===== src/rtl/fp_int_accumulator_if.sv =====
// Product-in / FP32-result bundle between the FP16xINT multiplier, the
// accumulator and the result consumer.
interface fp_int_accumulator_if #(
    parameter int LEN_WIDTH = 8
);
    logic                 set;
    logic [LEN_WIDTH-1:0] len;
    logic                 start_acc;
    logic                 sign_in;
    logic [4:0]           exp_in;
    logic [13:0]          mantissa_in;
    logic [31:0]          result;
    logic                 result_valid;
    logic                 result_ready;
    logic                 overflow;
    logic                 overrun;
    logic                 busy;

    modport master (
        output set, len, start_acc, sign_in, exp_in, mantissa_in, result_ready,
        input  result, result_valid, overflow, overrun, busy
    );

    modport slave (
        input  set, len, start_acc, sign_in, exp_in, mantissa_in, result_ready,
        output result, result_valid, overflow, overrun, busy
    );
endinterface


===== src/rtl/fp_int_accumulator.sv =====
// Sums groups of exponent-aligned FP16xINT products in a saturating fixed-point
// accumulator and serially normalizes each sum to FP32. FP_INT_ACC_ROUND_EN adds RNE rounding.
module fp_int_accumulator #(
    parameter int ACC_WIDTH = 48,
    parameter int LEN_WIDTH = 8
) (
    input  logic                 clk_i,
    input  logic                 rst_ni,
    fp_int_accumulator_if.slave  bus
);
    localparam int SH_W     = $clog2(ACC_WIDTH + 1);
    localparam int EXP_BASE = ACC_WIDTH + 101;

`ifdef FP_INT_ACC_ROUND_EN
    typedef enum logic [2:0] {ST_ACC, ST_ABS, ST_NORM, ST_RND, ST_OUT} state_t;
`else
    typedef enum logic [2:0] {ST_ACC, ST_ABS, ST_NORM, ST_OUT} state_t;
`endif

    state_t                 state_q;
    logic [LEN_WIDTH-1:0]   len_q;
    logic [LEN_WIDTH-1:0]   cnt_q;
    logic [ACC_WIDTH-1:0]   acc_q;
    logic [ACC_WIDTH-1:0]   mag_q;
    logic [SH_W-1:0]        sh_q;
    logic                   res_sign_q;
    logic [31:0]            result_q;
    logic                   valid_q;
    logic                   overflow_q;
    logic                   overrun_q;
    logic                   busy_q;
    logic                   skid_full_q;
    logic                   skid_sign_q;
    logic [4:0]             skid_exp_q;
    logic [13:0]            skid_mant_q;

    logic                   prod_sign_w;
    logic [4:0]             prod_exp_w;
    logic [13:0]            prod_mant_w;
    logic                   in_out_w;
    logic                   handshake_w;
    logic                   take_w;
    logic                   last_w;
    logic [ACC_WIDTH-1:0]   acc_base_w;
    logic [LEN_WIDTH-1:0]   cnt_base_w;
    logic [ACC_WIDTH-1:0]   term_w;
    logic [ACC_WIDTH:0]     sum_w;
    logic                   sum_ovf_w;
    logic [ACC_WIDTH-1:0]   sum_sat_w;
    logic [ACC_WIDTH-1:0]   mag_abs_w;
    logic [7:0]             exp_w;

    // A buffered product always goes ahead of whatever arrives on the input.
    assign prod_sign_w = skid_full_q ? skid_sign_q : bus.sign_in;
    assign prod_exp_w  = skid_full_q ? skid_exp_q  : bus.exp_in;
    assign prod_mant_w = skid_full_q ? skid_mant_q : bus.mantissa_in;

    assign in_out_w    = (state_q == ST_OUT);
    assign handshake_w = in_out_w & valid_q & bus.result_ready;
    assign take_w      = ((state_q == ST_ACC) | handshake_w) & (skid_full_q | bus.start_acc);

    // On the handshake edge the accepted product starts a fresh group.
    assign acc_base_w = in_out_w ? '0 : acc_q;
    assign cnt_base_w = in_out_w ? '0 : cnt_q;
    assign last_w     = (({1'b0, cnt_base_w} + {{LEN_WIDTH{1'b0}}, 1'b1}) == {1'b0, len_q});

    assign term_w    = {{(ACC_WIDTH-14){1'b0}}, prod_mant_w} << prod_exp_w;
    assign sum_w     = prod_sign_w ? ({acc_base_w[ACC_WIDTH-1], acc_base_w} - {1'b0, term_w})
                                   : ({acc_base_w[ACC_WIDTH-1], acc_base_w} + {1'b0, term_w});
    assign sum_ovf_w = sum_w[ACC_WIDTH] ^ sum_w[ACC_WIDTH-1];
    assign sum_sat_w = !sum_ovf_w       ? sum_w[ACC_WIDTH-1:0] :
                       sum_w[ACC_WIDTH] ? {1'b1, {(ACC_WIDTH-1){1'b0}}}
                                        : {1'b0, {(ACC_WIDTH-1){1'b1}}};

    assign mag_abs_w = acc_q[ACC_WIDTH-1] ? ('0 - acc_q) : acc_q;
    assign exp_w     = EXP_BASE[7:0] - 8'(sh_q);

`ifdef FP_INT_ACC_ROUND_EN
    logic guard_w;
    logic sticky_w;
    logic round_up_w;
    assign guard_w    = mag_q[ACC_WIDTH-25];
    assign sticky_w   = |mag_q[ACC_WIDTH-26:0];
    assign round_up_w = guard_w & (sticky_w | result_q[0]);
`endif

    always_ff @(posedge clk_i or negedge rst_ni) begin
        if (!rst_ni) begin
            state_q     <= ST_ACC;
            len_q       <= {{(LEN_WIDTH-1){1'b0}}, 1'b1};
            cnt_q       <= '0;
            acc_q       <= '0;
            mag_q       <= '0;
            sh_q        <= '0;
            res_sign_q  <= 1'b0;
            result_q    <= '0;
            valid_q     <= 1'b0;
            overflow_q  <= 1'b0;
            overrun_q   <= 1'b0;
            busy_q      <= 1'b0;
            skid_full_q <= 1'b0;
            skid_sign_q <= 1'b0;
            skid_exp_q  <= '0;
            skid_mant_q <= '0;
        end else if (bus.set) begin
            len_q       <= (bus.len == '0) ? {{(LEN_WIDTH-1){1'b0}}, 1'b1} : bus.len;
            cnt_q       <= '0;
            acc_q       <= '0;
            skid_full_q <= 1'b0;
            overflow_q  <= 1'b0;
            overrun_q   <= 1'b0;
            valid_q     <= 1'b0;
            busy_q      <= 1'b0;
            state_q     <= ST_ACC;
        end else begin
            case (state_q)
                ST_ABS: begin
                    res_sign_q <= acc_q[ACC_WIDTH-1];
                    mag_q      <= mag_abs_w;
                    sh_q       <= '0;
                    if (acc_q == '0) begin
                        result_q <= '0;
                        state_q  <= ST_OUT;
                    end else begin
                        state_q  <= ST_NORM;
                    end
                end
                ST_NORM: begin
                    if (mag_q[ACC_WIDTH-1]) begin
                        result_q <= {res_sign_q, exp_w, mag_q[ACC_WIDTH-2:ACC_WIDTH-24]};
`ifdef FP_INT_ACC_ROUND_EN
                        state_q  <= ST_RND;
`else
                        state_q  <= ST_OUT;
`endif
                    end else begin
                        mag_q <= mag_q << 1;
                        sh_q  <= sh_q + {{(SH_W-1){1'b0}}, 1'b1};
                    end
                end
`ifdef FP_INT_ACC_ROUND_EN
                // A fraction carry ripples into the exponent field and clears the fraction.
                ST_RND: begin
                    result_q[30:0] <= result_q[30:0] + {30'd0, round_up_w};
                    state_q        <= ST_OUT;
                end
`endif
                ST_OUT: begin
                    if (!valid_q) begin
                        valid_q <= 1'b1;
                    end else if (bus.result_ready) begin
                        valid_q <= 1'b0;
                        busy_q  <= 1'b0;
                        acc_q   <= '0;
                        cnt_q   <= '0;
                        state_q <= ST_ACC;
                    end
                end
                default: ;
            endcase

            if (take_w) begin
                if (skid_full_q) begin
                    skid_full_q <= bus.start_acc;
                    skid_sign_q <= bus.sign_in;
                    skid_exp_q  <= bus.exp_in;
                    skid_mant_q <= bus.mantissa_in;
                end
                acc_q <= sum_sat_w;
                if (sum_ovf_w) overflow_q <= 1'b1;
                if (last_w) begin
                    cnt_q   <= '0;
                    state_q <= ST_ABS;
                    busy_q  <= 1'b1;
                end else begin
                    cnt_q   <= cnt_base_w + {{(LEN_WIDTH-1){1'b0}}, 1'b1};
                    state_q <= ST_ACC;
                    busy_q  <= 1'b0;
                end
            end else if (bus.start_acc && (state_q != ST_ACC)) begin
                if (!skid_full_q) begin
                    skid_full_q <= 1'b1;
                    skid_sign_q <= bus.sign_in;
                    skid_exp_q  <= bus.exp_in;
                    skid_mant_q <= bus.mantissa_in;
                end else begin
                    overrun_q <= 1'b1;
                end
            end
        end
    end

    assign bus.result       = result_q;
    assign bus.result_valid = valid_q;
    assign bus.overflow     = overflow_q;
    assign bus.overrun      = overrun_q;
    assign bus.busy         = busy_q;
endmodule


===== src/flat_wrapper.sv =====
// flat-port wrapper written by rule: the top's interface ports become plain ports
module fp_int_accumulator_flat 
#(
    parameter int ACC_WIDTH = 48,
    parameter int LEN_WIDTH = 8
)
  (clk_i, rst_ni, bus_set, bus_len, bus_start_acc, bus_sign_in, bus_exp_in, bus_mantissa_in, bus_result_ready, bus_result, bus_result_valid, bus_overflow, bus_overrun, bus_busy);
  fp_int_accumulator_if #(.LEN_WIDTH(LEN_WIDTH)) bus_i ();
  input  logic clk_i;
  input  logic rst_ni;
  input wire logic [$bits(bus_i.set)-1:0] bus_set;
  input wire logic [$bits(bus_i.len)-1:0] bus_len;
  input wire logic [$bits(bus_i.start_acc)-1:0] bus_start_acc;
  input wire logic [$bits(bus_i.sign_in)-1:0] bus_sign_in;
  input wire logic [$bits(bus_i.exp_in)-1:0] bus_exp_in;
  input wire logic [$bits(bus_i.mantissa_in)-1:0] bus_mantissa_in;
  input wire logic [$bits(bus_i.result_ready)-1:0] bus_result_ready;
  output wire logic [$bits(bus_i.result)-1:0] bus_result;
  output wire logic [$bits(bus_i.result_valid)-1:0] bus_result_valid;
  output wire logic [$bits(bus_i.overflow)-1:0] bus_overflow;
  output wire logic [$bits(bus_i.overrun)-1:0] bus_overrun;
  output wire logic [$bits(bus_i.busy)-1:0] bus_busy;
  assign bus_i.set = bus_set;
  assign bus_i.len = bus_len;
  assign bus_i.start_acc = bus_start_acc;
  assign bus_i.sign_in = bus_sign_in;
  assign bus_i.exp_in = bus_exp_in;
  assign bus_i.mantissa_in = bus_mantissa_in;
  assign bus_i.result_ready = bus_result_ready;
  assign bus_result = bus_i.result;
  assign bus_result_valid = bus_i.result_valid;
  assign bus_overflow = bus_i.overflow;
  assign bus_overrun = bus_i.overrun;
  assign bus_busy = bus_i.busy;
  fp_int_accumulator #(.ACC_WIDTH(ACC_WIDTH), .LEN_WIDTH(LEN_WIDTH)) u_core (.clk_i(clk_i), .rst_ni(rst_ni), .bus(bus_i));
endmodule

===== config.mk =====
export PLATFORM = sky130hd
export DESIGN_NAME = fp_int_accumulator_flat
export DESIGN_NICKNAME = d
export VERILOG_FILES = /design/src/rtl/fp_int_accumulator_if.sv /design/src/rtl/fp_int_accumulator.sv /design/src/flat_wrapper.sv
export SDC_FILE = /design/constraint.sdc
export NUM_CORES = 1
export LEC_CHECK = 0
export CAP_MARGIN = 20
export CORE_UTILIZATION = 47
export CTS_BUF_LIST = sky130_fd_sc_hd__clkbuf_8
export DETAILED_ROUTE_END_ITERATION = 10
export GPL_TIMING_DRIVEN = 0
export SLEW_MARGIN = 20
export SYNTH_ARGS = -nofsm -noshare
export SYNTH_HDL_FRONTEND = slang
export SYNTH_SLANG_ARGS = --single-unit
export TNS_END_PERCENT = 5

===== constraint.sdc =====
create_clock -name clk_i -period 13.9 [get_ports clk_i]
set_input_delay 2.78 -clock clk_i [delete_from_list [all_inputs] [get_ports clk_i]]
set_output_delay 2.78 -clock clk_i [all_outputs]
set_load 0.05 [all_outputs]

**Word level (Yosys, flattened, before mapping)**

Index checks and enable logic that the tools add are counted.

- Reduce and logical (&&, ||, !) cells: 26
- Mux-type cells: 66
- Equal/unequal tests: 12
- Shifts and indexed selects: 1
- Bitwise gates (word level): 7
- Add/sub/neg operators: 7

Operator list:

| kind | number |
|---|---|
| $mux W48 | 10 |
| $pmux W48 S2 | 1 |
| $mux W32 | 2 |
| $mux W8 | 8 |
| $pmux W32 S2 | 1 |
| $mux W14 | 4 |
| $add A49 B48 Y49 | 1 |
| $mux W49 | 1 |
| $sub A49 B48 Y49 | 1 |
| $logic_not A48 Y1 | 1 |
| $shl A14 B5 Y48 | 1 |
| $sub A1 B48 Y48 const A | 1 |
| $mux W1 | 27 |
| $mux W5 | 4 |
| $mux W3 | 5 |
| $reduce_bool A3 Y1 | 5 |
| $reduce_bool A2 Y1 | 7 |
| $pmux W6 S2 | 1 |
| $reduce_and A3 Y1 | 4 |
| $add A8 B1 Y9 const B | 1 |
| $eq A9 B8 Y1 | 1 |
| $pmux W3 S3 | 1 |
| $add A8 B1 Y8 const B | 1 |
| $logic_not A8 Y1 | 1 |
| other kinds (19) | 29 |

- Input bits: 33
- Logic and storage cells: 136
- Output and inout port bits: 36
- Register bits: 179

**Logic depth before layout (Yosys ltp)**

Gate-level depths: netlist of the first run.

- Depth in word-level cells: 8
- Mapped depth: 32
- Gate-level depth less buffers: 25

**Worst setup path before layout of the first run**

No wires, ideal clock.

- Path kind: input -> register
- Start point: in bus_exp_in[0]
- End point: reg u_core.acc_q[17]
- Required time: 13.834 ns
- Buffers on the path: 4
- Arrival: 8.919 ns
- Slack: 4.914 ns
- Cell stages on the path: 26
- Setup time: 0.066 ns
- Cells stage by stage: mux2_2 -> buf_4 -> buf_4 -> mux2i_1 -> mux2i_1 -> mux2i_1 -> a211o_1 -> a211o_1 -> nor4b_1 -> nand3b_1 -> or3_1 -> nor3_1 -> o211ai_1 -> a21boi_0 -> ha_1 -> nand2_1 -> nor3_1 -> a21bo_2 -> o211a_1 -> a221oi_1 -> xnor2_1 -> a221o_1 -> a21oi_1 -> buf_2 -> buf_2 -> a221o_1

- Longest elaborated chain between the ends: 8
- Elaborated cells on any way between the ends: 10
- Classes of those cells: add/sub: 2; shift: 1; mux: 6; bitwise: 1

RTL lines:

| item | line | text |
|---|---|---|
| start, declared | flat_wrapper.sv:15 | `input wire logic [$bits(bus_i.exp_in)-1:0] bus_exp_in;` |
| $mux W5 (*) | fp_int_accumulator.sv:55 | `assign prod_exp_w = skid_full_q ? skid_exp_q : bus.exp_in;` |
| $shl A14 B5 Y48 (*) | fp_int_accumulator.sv:67 | `assign term_w = {{(ACC_WIDTH-14){1'b0}}, prod_mant_w} << prod_exp_w;` |
| $add A49 B48 Y49 or $sub A49 B48 Y49 (tied branches) | fp_int_accumulator.sv:69, fp_int_accumulator.sv:68 |  |
| $mux W49 (*) | fp_int_accumulator.sv:68 | `assign sum_w = prod_sign_w ? ({acc_base_w[ACC_WIDTH-1], acc_base_w} - {1'b0, term_w})` |
| $mux W48 or $xor A1 B1 Y1 (tied branches) | fp_int_accumulator.sv:72, fp_int_accumulator.sv:70 |  |
| $mux W48 (*) | fp_int_accumulator.sv:71 | `assign sum_sat_w = !sum_ovf_w ? sum_w[ACC_WIDTH-1:0] :` |
| $mux W48 (*) | fp_int_accumulator.sv:162 | `if (take_w) begin` |
| $mux W48 (*) | fp_int_accumulator.sv:105 | `end else if (bus.set) begin` |
| end signal, assigned | fp_int_accumulator.sv:169 | `acc_q <= sum_sat_w;` |
| end, declared | fp_int_accumulator.sv:23 | `logic [ACC_WIDTH-1:0] acc_q;` |

Mark *: on every way between the ends. The rest lies on a longest branch, timed or not.
A chain may end at the register's enable or synchronous reset.

**Worst setup path in the final report of the first run**

- Start point: in bus_mantissa_in[2]
- End point: reg u_core.acc_q[34]

- Longest elaborated chain between the ends: 8
- Elaborated cells on any way between the ends: 10
- Classes of those cells: add/sub: 2; shift: 1; mux: 6; bitwise: 1

RTL lines:

| item | line | text |
|---|---|---|
| start, declared | flat_wrapper.sv:16 | `input wire logic [$bits(bus_i.mantissa_in)-1:0] bus_mantissa_in;` |
| $mux W14 (*) | fp_int_accumulator.sv:56 | `assign prod_mant_w = skid_full_q ? skid_mant_q : bus.mantissa_in;` |
| $shl A14 B5 Y48 (*) | fp_int_accumulator.sv:67 |  |
| $add A49 B48 Y49 or $sub A49 B48 Y49 (tied branches) | fp_int_accumulator.sv:69, fp_int_accumulator.sv:68 |  |
| $mux W49 (*) | fp_int_accumulator.sv:68 |  |
| $mux W48 or $xor A1 B1 Y1 (tied branches) | fp_int_accumulator.sv:72, fp_int_accumulator.sv:70 |  |
| $mux W48 (*) | fp_int_accumulator.sv:71 |  |
| $mux W48 (*) | fp_int_accumulator.sv:162 |  |
| $mux W48 (*) | fp_int_accumulator.sv:105 |  |

Marks and branches as above.

==> results of run 1 <==
[logic make-up (layout without fill, tap and decap cells)]
logic type / count (synthesis) / after routing / share of synthesized area, %
buf+inv: 145 / 246 / 4.29
simple gates: 546 / 546 / 17.9
compound gates: 565 / 565 / 26.2
fa+ha+maj: 59 / 59 / 5.08
mux: 100 / 100 / 7.27
flops: 178 / 178 / 30.4
xor+xnor: 147 / 147 / 8.87
[per-stage QoR]
stage	power (mW)	setup WS (ns)	instances	utilization, %	area, um2
after floorplan	1.90	4.91	1740	-	14700
after global placement	2.24	1.84	2203	51.7	15800
after detailed placement	2.26	1.79	2205	51.9	15900
after CTS	2.69	2.31	2237	53.3	16400
after global routing	2.92	1.46	2237	53.3	16400
final	2.70	2.22	2237	53.3	16400
[tightest hold or removal path: cells and delay by family (launching register included)]
kind             cells  cell delay (ns)
AO/OA/AOI/OAI        1             0.06
AND/OR/NAND/NOR      1             0.05
flip-flops           1             0.36
[where the power goes]
group | internal, mW | switching (mW) | total [mW]
Sequential | 0.651 | 0.166 | 0.817
Clock | 0.204 | 0.217 | 0.422
Combinational | 0.624 | 0.840 | 1.46
Total | 1.48 | 1.22 | 2.70
[sequential cells by signal (all words and copies together), names as in the netlist, 2 cells and up]
signal	flops
u_core.mag_q	48
u_core.bus.result	32
u_core.state_q	2
u_core.skid_exp_q	5
u_core.skid_mant_q	14
u_core.acc_q	48
u_core.cnt_q	8
u_core.len_q	8
u_core.sh_q	6
[routing by layer]
layer	vias up	global-route usage [%]	wire length, um
li1	6604	-	-
met5	-	0	0
met3	65	3.54	2170
met2	409	46.0	20500
met1	6401	40.1	21200
met4	0	10.8	1290
[cell usage after synthesis (7+ instances only)]
cell	count	area share, %
nor2b_1	59	2.5
a21o_1	26	1.3
ha_1	58	4.9
o31ai_1	24	1.2
xnor2_1	61	3.6
buf_2	14	0.48
o21a_1	21	1.1
o211ai_1	8	0.41
a22oi_1	7	0.36
o21ai_0	125	4.3
a22o_1	36	2.1
and2_1	8	0.34
a221o_1	50	3.4
mux2i_1	56	3.8
nor2_1	136	3.5
a211o_1	7	0.42
nand4_1	13	0.55
inv_1	32	0.82
o22ai_1	17	0.72
or3_1	12	0.51
a21oi_1	127	4.3
nor3_1	27	0.92
a31oi_1	16	0.68
nand2b_1	22	0.94
dfrtp_1	177	30
or2_2	7	0.30
o41ai_1	7	0.42
nand3_1	38	1.3
a211oi_1	8	0.41
mux2_2	43	3.3
o21ai_1	7	0.24
xor2_1	85	5.1
nand3b_1	7	0.36
nand2_1	181	4.6
a221oi_1	7	0.42
o32ai_1	7	0.42
o221ai_1	15	0.90
clkbuf_1	83	2.1
[worst max-delay path by stage]
stage,end,slack [ns]
floorplan,u_core.acc_q[17],4.91
CTS,u_core.acc_q[45],2.31
global route,u_core.acc_q[37],1.46
global placement,u_core.acc_q[31],1.84
finish,u_core.acc_q[34],2.22
detailed placement,u_core.acc_q[28],1.79
[cell usage in the layout (no fill, tap or decap), types with 34 or more instances in the layout]
| cell type | instances |
|---|---|
| a21oi_1 | 127 |
| a221o_1 | 50 |
| a22o_1 | 36 |
| clkbuf_1 | 83 |
| clkdlybuf4s50_1 | 66 |
| dfrtp_1 | 177 |
| ha_1 | 58 |
| inv_1 | 34 |
| mux2_2 | 43 |
| mux2i_1 | 56 |
| nand2_1 | 181 |
| nand3_1 | 38 |
| nor2_1 | 136 |
| nor2b_1 | 59 |
| o21ai_0 | 125 |
| xnor2_1 | 61 |
| xor2_1 | 85 |
[final cells by class]
| type | instances | area [um2] |
|---|---|---|
| fillers | 3002 | 14300 |
| multi-input cells | 1417 | 9590 |
| flip-flops and latches | 178 | 4460 |
| repair buffers | 69 | 731 |
| plain buffers | 113 | 509 |
| well taps | 396 | 495 |
| clock buffers | 18 | 248 |
| clock inverters | 14 | 204 |
| inverters | 32 | 120 |
==> impl_metrics.json, run 1 <==
{
  "syn_to_final_growth_pct": 11.4,
  "ys_seq_elements": 178,
  "grt_usage_pct": 28.9,
  "syn_nets": 1832,
  "io_pins": 69,
  "first_global_vias": 12784,
  "cp_max_fo": 10,
  "startpoint": "bus_mantissa_in[2]",
  "max_stage_delay_ns": 0.85,
  "holdWs_ns": 0.489,
  "cts_made_buffers": 17,
  "fin_skew_ns": 0.0265,
  "yosys_warnings": 0,
  "insertion_delay_ns": 0.51,
  "wl_per_cell_um": 20.2,
  "grt_pass1_wl_mm": 71.2,
  "async_flop_share_pct": 100,
  "wirelength_mm": 45.1,
  "die_x_um": 179,
  "hold-path-endpoint": "u_core.mag_q[4]",
  "remaining_drc_errors": 0,
  "dieArea_um2": 31900,
  "grt_remaining_overflow": 0,
  "outcome": "finished clean",
  "r2r_start": "u_core.skid_full_q",
  "r2r_slack_ns": 4.25,
  "max-vdd-ir-drop_mv": 0.0828,
  "cpMaxStageDelayCell": "o21ai_0",
  "finalCriticalPeriod_ns": 11.68,
  "grt_max_degree": 71,
  "synth_edf_count": 0,
  "drv_cap": 0,
  "clk_path_buf_depth": 2,
  "path_common_cell": "mux2i_1",
  "num_antenna_cells": 0,
  "drt_pass1_iterations": 5,
  "clk_pin_slew_ns": 0.09,
  "coreArea_um2": 30700,
  "setup_viol": 0,
  "synth_flop_cell": "dfrtp_1",
  "power.density_nw_per_um2": 165,
  "drt_iter0_markers": 973,
  "cp_num_buf_inv": 3,
  "synth_area_um2": 14700,
  "clkSinkCount": 178,
  "finalCritPeriodShare_pct": 84.0,
  "drive_gt1_share_pct": 6.79,
  "synth_cells": 1740,
  "worstPathCellList": "clkdlybuf4s50_1 > mux2i_1 > mux2i_1 > o21ai_0 > mux2i_1 > o31ai_1 > nand4_1 > nor4b_2 > nand3b_1 > or3_1 > nor3_1 > o211ai_1 > a21boi_0 > ha_1 > nand2_1 > nor3_1 > o2111ai_1 > o211a_1 > a221oi_1 > o21ai_0 > o41ai_1 > buf_2 > buf_2 > a221o_1",
  "hold_start": "u_core.mag_q[4]",
  "fmax_mhz": 85.6,
  "dp_hpwl_mm": 35.5,
  "cp-end-kind": "register",
  "start_util_pct": 47.9,
  "cts_tree": "yes",
  "grt_antenna_before_repair": 0,
  "routed-via-count": 13479,
  "die_h_um": 179,
  "r2r_cells": 25,
  "syn_avg_cell_area_um2": 8.43,
  "p_leak_nw": 7.05,
  "cp.arrival_ns": 12.10,
  "worst_r2r_endpoint": "u_core.acc_q[34]",
  "crit_family": "compound AO/OA/AOI/OAI gates",
  "yosysUniqueCellTypes": 79,
  "gp_congestion": 0.957,
  "min_path_type": "register to register",
  "slew_viol_final": 0,
  "start_kind": "input pin",
  "ant_nets": 0,
  "finalNetCount": 1920,
  "worstMarginPinSlew_ns": 1.03,
  "postCtsSetupRepairBufs": 0,
  "portBuffers": 67,
  "root_buffer": "clkbuf_8",
  "critical_path_depth": 24,
  "hold_path_depth": 2,
  "rsz0062_at_grt": "false",
  "path_class": "input pin to register",
  "finalHoldViolCount": 0,
  "slew_headroom_pct": 29.5,
  "cp.required_ns": 14.33,
  "cts_resized": 0,
  "htree_levels": 4,
  "setup_tns_ns": 0,
  "placementRows": 64,
  "ctsHoldBuffers": 0,
  "yosysSeqAreaShare_pct": 30.4,
  "avgViaCountPerCell": 6.03
}
Power figures use the tool's default switching activity.
==> run 2: changes to the inputs <==
Settings changed: PLACE_DENSITY from default to 0.67.
Clock period 13.9 ns to 10.6 ns, I/O delays scaled along.
==> impl_metrics.json, run 2 (same netlist as run 1, synthesis figures left out) <==
{
  "gp_congestion": 0.981,
  "grt_usage_pct": 28.1,
  "finalCriticalPeriod_ns": 10.15,
  "htree_levels": 4,
  "crit_family": "simple AND/OR/NAND/NOR gates",
  "cp_num_buf_inv": 6,
  "clk_path_buf_depth": 2,
  "portBuffers": 67,
  "routed-via-count": 13624,
  "cts_made_buffers": 17,
  "start_kind": "input pin",
  "fin_cells": 2236,
  "pwr-share-clk_pct": 14.2,
  "drive_gt1_share_pct": 7.07,
  "io_pins": 69,
  "wirelength_mm": 43.8,
  "grt_pass1_wl_mm": 70.0,
  "insertion_delay_ns": 0.51,
  "rsz0062_at_grt": "false",
  "num_antenna_cells": 0,
  "start_util_pct": 47.9,
  "path_common_cell": "buf_2",
  "layout_commonest_cell": "nand2_1",
  "switching_share_pct": 46.2,
  "seqPwrFrac_pct": 30.6,
  "finalHoldViolCount": 0,
  "final_cell_mix": "181 x nand2_1, 177 x dfrtp_1, 136 x nor2_1",
  "p_sw_mw": 1.60,
  "grt_remaining_overflow": 0,
  "max_stage_delay_ns": 0.55,
  "intPower_mw": 1.87,
  "path_class": "input pin to register",
  "cts_tree": "yes",
  "slew_headroom_pct": 34.1,
  "ant_nets": 0,
  "dp_hpwl_mm": 34.3,
  "die_h_um": 179,
  "outcome": "finished clean",
  "worstMarginPinSlew_ns": 0.961,
  "dieArea_um2": 31900,
  "cp.required_ns": 11.05,
  "fin_ws_ns": 0.451,
  "max-vdd-ir-drop_mv": 0.0860,
  "setup_viol": 0,
  "syn_to_final_growth_pct": 11.2,
  "coreArea_um2": 30700,
  "combPwrFrac_pct": 55.2,
  "drt_pass1_iterations": 5,
  "fmax_mhz": 98.5,
  "power.density_nw_per_um2": 213,
  "cp.arrival_ns": 10.60,
  "wl_per_cell_um": 19.6,
  "slew_viol_final": 0,
  "first_global_vias": 12857,
  "clkSinkCount": 178,
  "postCtsSetupRepairBufs": 0,
  "holdWs_ns": 0.487,
  "avgViaCountPerCell": 6.09,
  "r2r_start": "u_core.skid_full_q",
  "finalCritPeriodShare_pct": 95.7,
  "grt_antenna_before_repair": 0,
  "remaining_drc_errors": 0,
  "hold_start": "u_core.bus.result[22]",
  "cp_max_fo": 10,
  "die_x_um": 179,
  "n_fill_cell": 2912,
  "p_leak_nw": 7.02,
  "cpMaxStageDelayCell": "a221oi_2",
  "dp_cells": 2204,
  "drv_cap": 0,
  "ctsHoldBuffers": 0,
  "startpoint": "bus_exp_in[3]",
  "drt_iter0_markers": 1247,
  "place_ws_ns": -0.657,
  "grt_max_degree": 98,
  "fin_skew_ns": 0.0183,
  "min_path_type": "register to register",
  "cp-end-kind": "register",
  "placementRows": 64,
  "clk_pin_slew_ns": 0.10,
  "root_buffer": "clkbuf_8",
  "power_mw": 3.47,
  "finalNetCount": 1919
}
-- run 2: final timing paths --
kind,to,slack (ns),cells past startpoint
min in group asynchronous,u_core.bus.result[27],1.59,1
min reg2reg,u_core.bus.result[22],0.49,2
min,u_core.bus.result[22],0.49,2
max reg2reg,u_core.acc_q[26],1.68,29
max in group asynchronous,u_core.acc_q[2],8.14,2
max,u_core.acc_q[26],0.45,28
-- run 2: per-layer routing --
| metal | part of all wire [%] | track usage [%] | vias to the layer above | wire length (um) |
|---|---|---|---|---|
| met5 | 0 | 0 | - | 0 |
| li1 | - | - | 6618 | - |
| met3 | 4.7 | 3.58 | 79 | 2070 |
| met1 | 46 | 38.1 | 6464 | 20100 |
| met2 | 46 | 45.2 | 463 | 20100 |
| met4 | 3.4 | 11.3 | 0 | 1500 |
-- run 2: layout make-up --
type	count	area, um2	share of cell area, %
clock buffers	17	234	1.43
repair buffers	68	703	4.31
plain buffers	113	509	3.12
well taps	396	495	3.04
flip-flops and latches	178	4460	27.3
multi-input cells	1417	9630	59.0
inverters	32	120	0.736
clock inverters	15	168	1.03
-- run 2: timing repair --
item,in CTS,in global routing
gates resized for setup,1,6
endpoints found under the setup margin,30,47
hold endpoints to repair,0,0
-- run 2: stage by stage --
step	utilization (%)	TNS (ns)	instance area [um2]
final	53.2	0	16300
after global routing	53.2	0	16300
after CTS	53.1	0	16300
after detailed placement	51.8	-26.61	15900
after global placement	51.7	-24.60	15800
after floorplan	-	0	14700
-- run 2: power by group through the flow --
stage	Sequential (mW)	Combinational [mW]	Clock (mW)
floorplan	1.01	1.48	0
CTS	1.06	1.89	0.500
finish	1.06	1.92	0.492
global route	1.09	2.13	0.528
detailed placement	1.07	1.88	0
global placement	1.06	1.84	0
-- run 2: worst min-delay path: cells and delay by family, from the launching register on --
family,cells,cell delay (ns)
compound gates,1,0.06
simple gates,1,0.05
flops,1,0.35
==> patch 1 (config.mk and constraints of run 2) <==
The 4 states of `state_t` get a Gray code encoding in 2 bits.
--- a/src/rtl/fp_int_accumulator.sv
+++ b/src/rtl/fp_int_accumulator.sv
@@ -14,7 +14,7 @@
 `ifdef FP_INT_ACC_ROUND_EN
     typedef enum logic [2:0] {ST_ACC, ST_ABS, ST_NORM, ST_RND, ST_OUT} state_t;
 `else
-    typedef enum logic [2:0] {ST_ACC, ST_ABS, ST_NORM, ST_OUT} state_t;
+    typedef enum logic [1:0] {ST_ACC = 2'b00, ST_ABS = 2'b01, ST_NORM = 2'b11, ST_OUT = 2'b10} state_t;
 `endif
 
     state_t                 state_q;
Formal check against the unedited RTL: no difference found for any inputs over 4 cycles, from zero or initial values and one cycle with rst_ni low; so few cycles prove little.
==> patch 1 against run 2 <==
- final area is 3.4% lower
- worst setup slack better by 0.15 ns
- wire length is 2.5% lower
- worst hold slack worse by 0.0031 ns
- combinational power is 26% higher
- non-clock buffer count is 14 lower
- total power is 16% higher
- sequential cell count stayed put
- area after synthesis is 3.9% lower
==> patch 1: results (changes against run 2) <==
- Outcome: finished clean (unchanged)
- Detailed Place HPWL: 33,840 um (was 34,310 um)
- Final nets: 1,830 (was 1,919)
- Post-cts repair resize count: 0 (was 1)
- Post-route cell area: 0.01577 sq mm (was 0.01632 sq mm)
- Sequential-to-total area share from yosys stat: 31.57% (was 30.36%)
- DR WL/cell: 19.91 um (was 19.58 um)
- CP peak stage delay: 0.57 ns (was 0.55 ns)
- Minimum clock period: 9.998 ns (was 10.15 ns)
- Leakage: 6.542 nW (was 7.023 nW)
- Placed Area: 0.01534 sq mm (was 0.01588 sq mm)
- Final Non-Filler Cells: 2,144 (was 2,236)
- R2R depth: 25 (was 29)
- First-pass DRT Iterations: 6 (was 5)
- Mux contribution to synthesized area: 6.748% (was 7.272%)
- First-pass GRT wire length: 69,050 um (was 69,970 um)
- Filler Cell Count: 2,826 (was 2,912)
- M1 GR Usage: 36.86% (was 38.10%)
- Power Clock: 0.504 mW (was 0.492 mW)
- Seq pwr share: 27.9% (was 30.6%)
- Drt first-iter violations: 1,127 (was 1,247)
- GR Util met2: 47.52% (was 45.19%)
- Synth unique cells: 85 (was 79)
- Peak supply drop: 0.1054 mV (was 0.08601 mV)
- YS warnings: 0 (unchanged)
- Slowest-stage cell, CP: o21ai_0 (was a221oi_2)
- WHS Endpoint: u_core.bus.result[26] (was u_core.bus.result[22])
- Synthesized netlist cell count: 1,652 (was 1,740)
- Final Hold Slack: 0.4841 ns (was 0.4872 ns)
- Most frequent cells after synthesis: dfrtp_1 (177), nor2_1 (144), nand2_1 (136), a21oi_1 (134), xnor2_1 (100) (was nand2_1 (181), dfrtp_1 (177), nor2_1 (136), a21oi_1 (127), o21ai_0 (125))
- Vias in the first global route: 12,870 (was 12,860)
- Switching share of power: 47.38% (was 46.15%)
- Relative slew slack: 37.76% (was 34.08%)
- Share of cells above drive strength 1: 6.899% (was 7.065%)
- Largest net degree at the start of global routing: 78 (was 98)
- Reg-to-Reg End: u_core.acc_q[31] (was u_core.acc_q[26])
- Initial antenna violation count: 1 (was 0)
- CP startpoint: bus_exp_in[1] (was bus_exp_in[3])
- Compound-Gate Fraction of Synth Area: 26.25% (was 26.21%)
- XOR/XNOR Fraction of Synth Area: 8.503% (was 8.866%)
- Switch Pwr: 1.913 mW (was 1.604 mW)
- Gp weighted congestion: 0.9845 (was 0.9810)
- Hold Startpoint: u_core.bus.result[26] (was u_core.bus.result[22])
- WP data arrival: 10.39 ns (was 10.60 ns)
- Crit Path Max Fanout: 10 (unchanged)
- Dpl ws: -0.4758 ns (was -0.6567 ns)
- PortBufs: 68 (was 67)
- Synth area leaders: dfrtp_1 (31%), xnor2_1 (6.2%), ha_1 (4.8%) (was dfrtp_1 (30%), xor2_1 (5.1%), ha_1 (4.9%))
[patch 1: cell types whose count changed after synthesis, moves of 10 or more]
cell      change
and2_1       +48
nor2b_1      -48
xor2_1       -48
nand2_1      -45
xnor2_1      +39
o22ai_1      +35
o21ai_0      -31
clkbuf_1     -16
mux2i_1      -13
a22oi_1      +11
o221ai_1     -11
o21a_1       -10
or3_1        +10
[patch 1: metal layers]
layer,up-vias,share of wire (%)
li1,6339,-
met1,6317,45
met2,403,47
met3,99,4.2
met4,2,3.6
met5,-,0.030
[patch 1: layout make-up]
type | instances | area share [%]
timing repair buffer | 71 | 4.721
clock buffer | 17 | 1.484
sequential | 178 | 28.26
clock inverter | 14 | 1.103
inverter | 31 | 0.7380
buffer | 96 | 2.698
tap | 390 | 3.095
multi-input combinational | 1347 | 57.90
[patch 1: worst min-delay path: stages, from the launching register on]
cell and delay, ns:
dfrtp_1 0.36, nand2_1 0.05, o31ai_1 0.05
==> patch 2 (settings of run 2) <==
Without the edit above. Build with the macro `FP_INT_ACC_ROUND_EN` defined.
--- a/src/rtl/fp_int_accumulator.sv
+++ b/src/rtl/fp_int_accumulator.sv
@@ -1,5 +1,7 @@
 // Sums groups of exponent-aligned FP16xINT products in a saturating fixed-point
 // accumulator and serially normalizes each sum to FP32. FP_INT_ACC_ROUND_EN adds RNE rounding.
+`define FP_INT_ACC_ROUND_EN
+
 module fp_int_accumulator #(
     parameter int ACC_WIDTH = 48,
     parameter int LEN_WIDTH = 8
Formal check against the unedited RTL: same outputs for any inputs over 4 cycles, from zero or initial values and one cycle with rst_ni low; that may be too few to reach the edited logic, so the function may still have changed.
==> patch 2 against run 2 <==
- maximum frequency is 0.15% lower
- die area is 5.6% higher
- worst setup slack worse by 0.016 ns
- area after synthesis rose by 5.7%
- wire length up 14%
- final area increased by 5.5%
- clock skew increased by 0.0029 ns
- sequential cell count rose by 1
- total power up 40%
- non-clock buffer count rose by 2
- worst hold slack gained 0.013 ns
- critical endpoint is now u_core.acc_q[38]
- largest cell class unchanged
==> patch 2: results (changes against run 2) <==
- WP data arrival: 10.54 ns (was 10.60 ns)
- Layout Skew: 0.02115 ns (was 0.01828 ns)
- Peak Freq: 98.38 MHz (was 98.53 MHz)
- XOR/XNOR Fraction of Synth Area: 8.227% (was 8.866%)
- WHS Path Cells: 1 (was 2)
- Synthesized netlist cell count: 1,916 (was 1,740)
- Sequential-to-total area share from yosys stat: 28.88% (was 30.36%)
- Hold Startpoint: u_core.bus.busy (was u_core.bus.result[22])
- CP startpoint: bus_exp_in[0] (was bus_exp_in[3])
- DR WL/cell: 20.34 um (was 19.58 um)
- DP Cell Count: 2,426 (was 2,204)
- Gp weighted congestion: 0.9417 (was 0.9810)
- Adder-Cell Fraction of Synth Area: 6.106% (was 5.081%)
- CP peak stage delay: 0.71 ns (was 0.55 ns)
- Peak supply drop: 0.1213 mV (was 0.08601 mV)
- Mux contribution to synthesized area: 6.033% (was 7.272%)
- Synth area leaders: dfrtp_1 (29%), a21oi_1 (5.5%), o21ai_0 (4.7%) (was dfrtp_1 (30%), xor2_1 (5.1%), ha_1 (4.9%))
- CTS HTree Levels: 4 (unchanged)
- Post-cts repair resize count: 0 (was 1)
- Synth unique cells: 102 (was 79)
- Share of cells above drive strength 1: 8.234% (was 7.065%)
- First-pass GRT wire length: 79,290 um (was 69,970 um)
- Reg-to-reg setup timing slack: 1.82 ns (was 1.68 ns)
- Relative slew slack: 26.78% (was 34.08%)
- WHS Endpoint: u_core.bus.busy (was u_core.bus.result[22])
- First-pass DRT Iterations: 6 (was 5)
- Most frequent cells after synthesis: nand2_1 (193), nor2_1 (179), dfrtp_1 (178), a21oi_1 (170), o21ai_0 (146) (was nand2_1 (181), dfrtp_1 (177), nor2_1 (136), a21oi_1 (127), o21ai_0 (125))
- Final nets: 2,092 (was 1,919)
- Synth Net Count: 2,005 (was 1,832)
- Final Hold Slack: 0.5000 ns (was 0.4872 ns)
- Crit path to: u_core.acc_q[38] (was u_core.acc_q[26])
- Detailed Place HPWL: 39,380 um (was 34,310 um)
- R2R depth: 30 (was 29)
- Compound-Gate Fraction of Synth Area: 25.81% (was 26.21%)
- Final Non-Filler Cells: 2,458 (was 2,236)
- Leakage: 6.944 nW (was 7.023 nW)
- Initial antenna violation count: 0 (unchanged)
- Vias in the first global route: 14,310 (was 12,860)
- Drt first-iter violations: 1,225 (was 1,247)
- Placed Area: 0.01680 sq mm (was 0.01588 sq mm)
- Largest net degree at the start of global routing: 97 (was 98)
- Crit path max-delay family: compound AO/OA/AOI/OAI gates (was simple AND/OR/NAND/NOR gates)
- Vias: 14,990 (was 13,620)
- Outcome: finished clean (unchanged)
- Gr usage total: 30.16% (was 28.09%)
==> patch 2: changes by cell type after synthesis, sizes merged, moves of 14 or more <==
cell and change:
and2 +61, o21ai +47, nor2b -46, a21oi +45, nor2 +45, a22o -30
o22ai +29, a221o -24, maj3 +22, mux2i -22, xor2 -21, xnor2 +19
a31oi +18, o221ai -14
==> patch 2: cell type report <==
class / count / area (sq um)
fillers: 3153 / 15320
clock buffers: 18 / 247.7
plain buffers: 115 / 539.3
multi-input cells: 1586 / 10390
inverters: 36 / 135.1
repair buffers: 68 / 703.2
flip-flops and latches: 179 / 4481
well taps: 442 / 553.0
clock inverters: 14 / 167.7
==> patch 2: where the power goes <==
part / leakage, nW / switching [mW] / internal, mW
logic: 4.45 / 1.89 / 1.26
registers: 2.29 / 0.281 / 0.927
clock network: 0.199 / 0.289 / 0.224
==> patch 2: per-layer routing <==
metal / global-route usage [%] / share of wire (%)
met4: 12.80 / 4.1
met1: 38.47 / 44
met2: 51.64 / 48
met5: 0 / 0
met3: 3.269 / 4.4
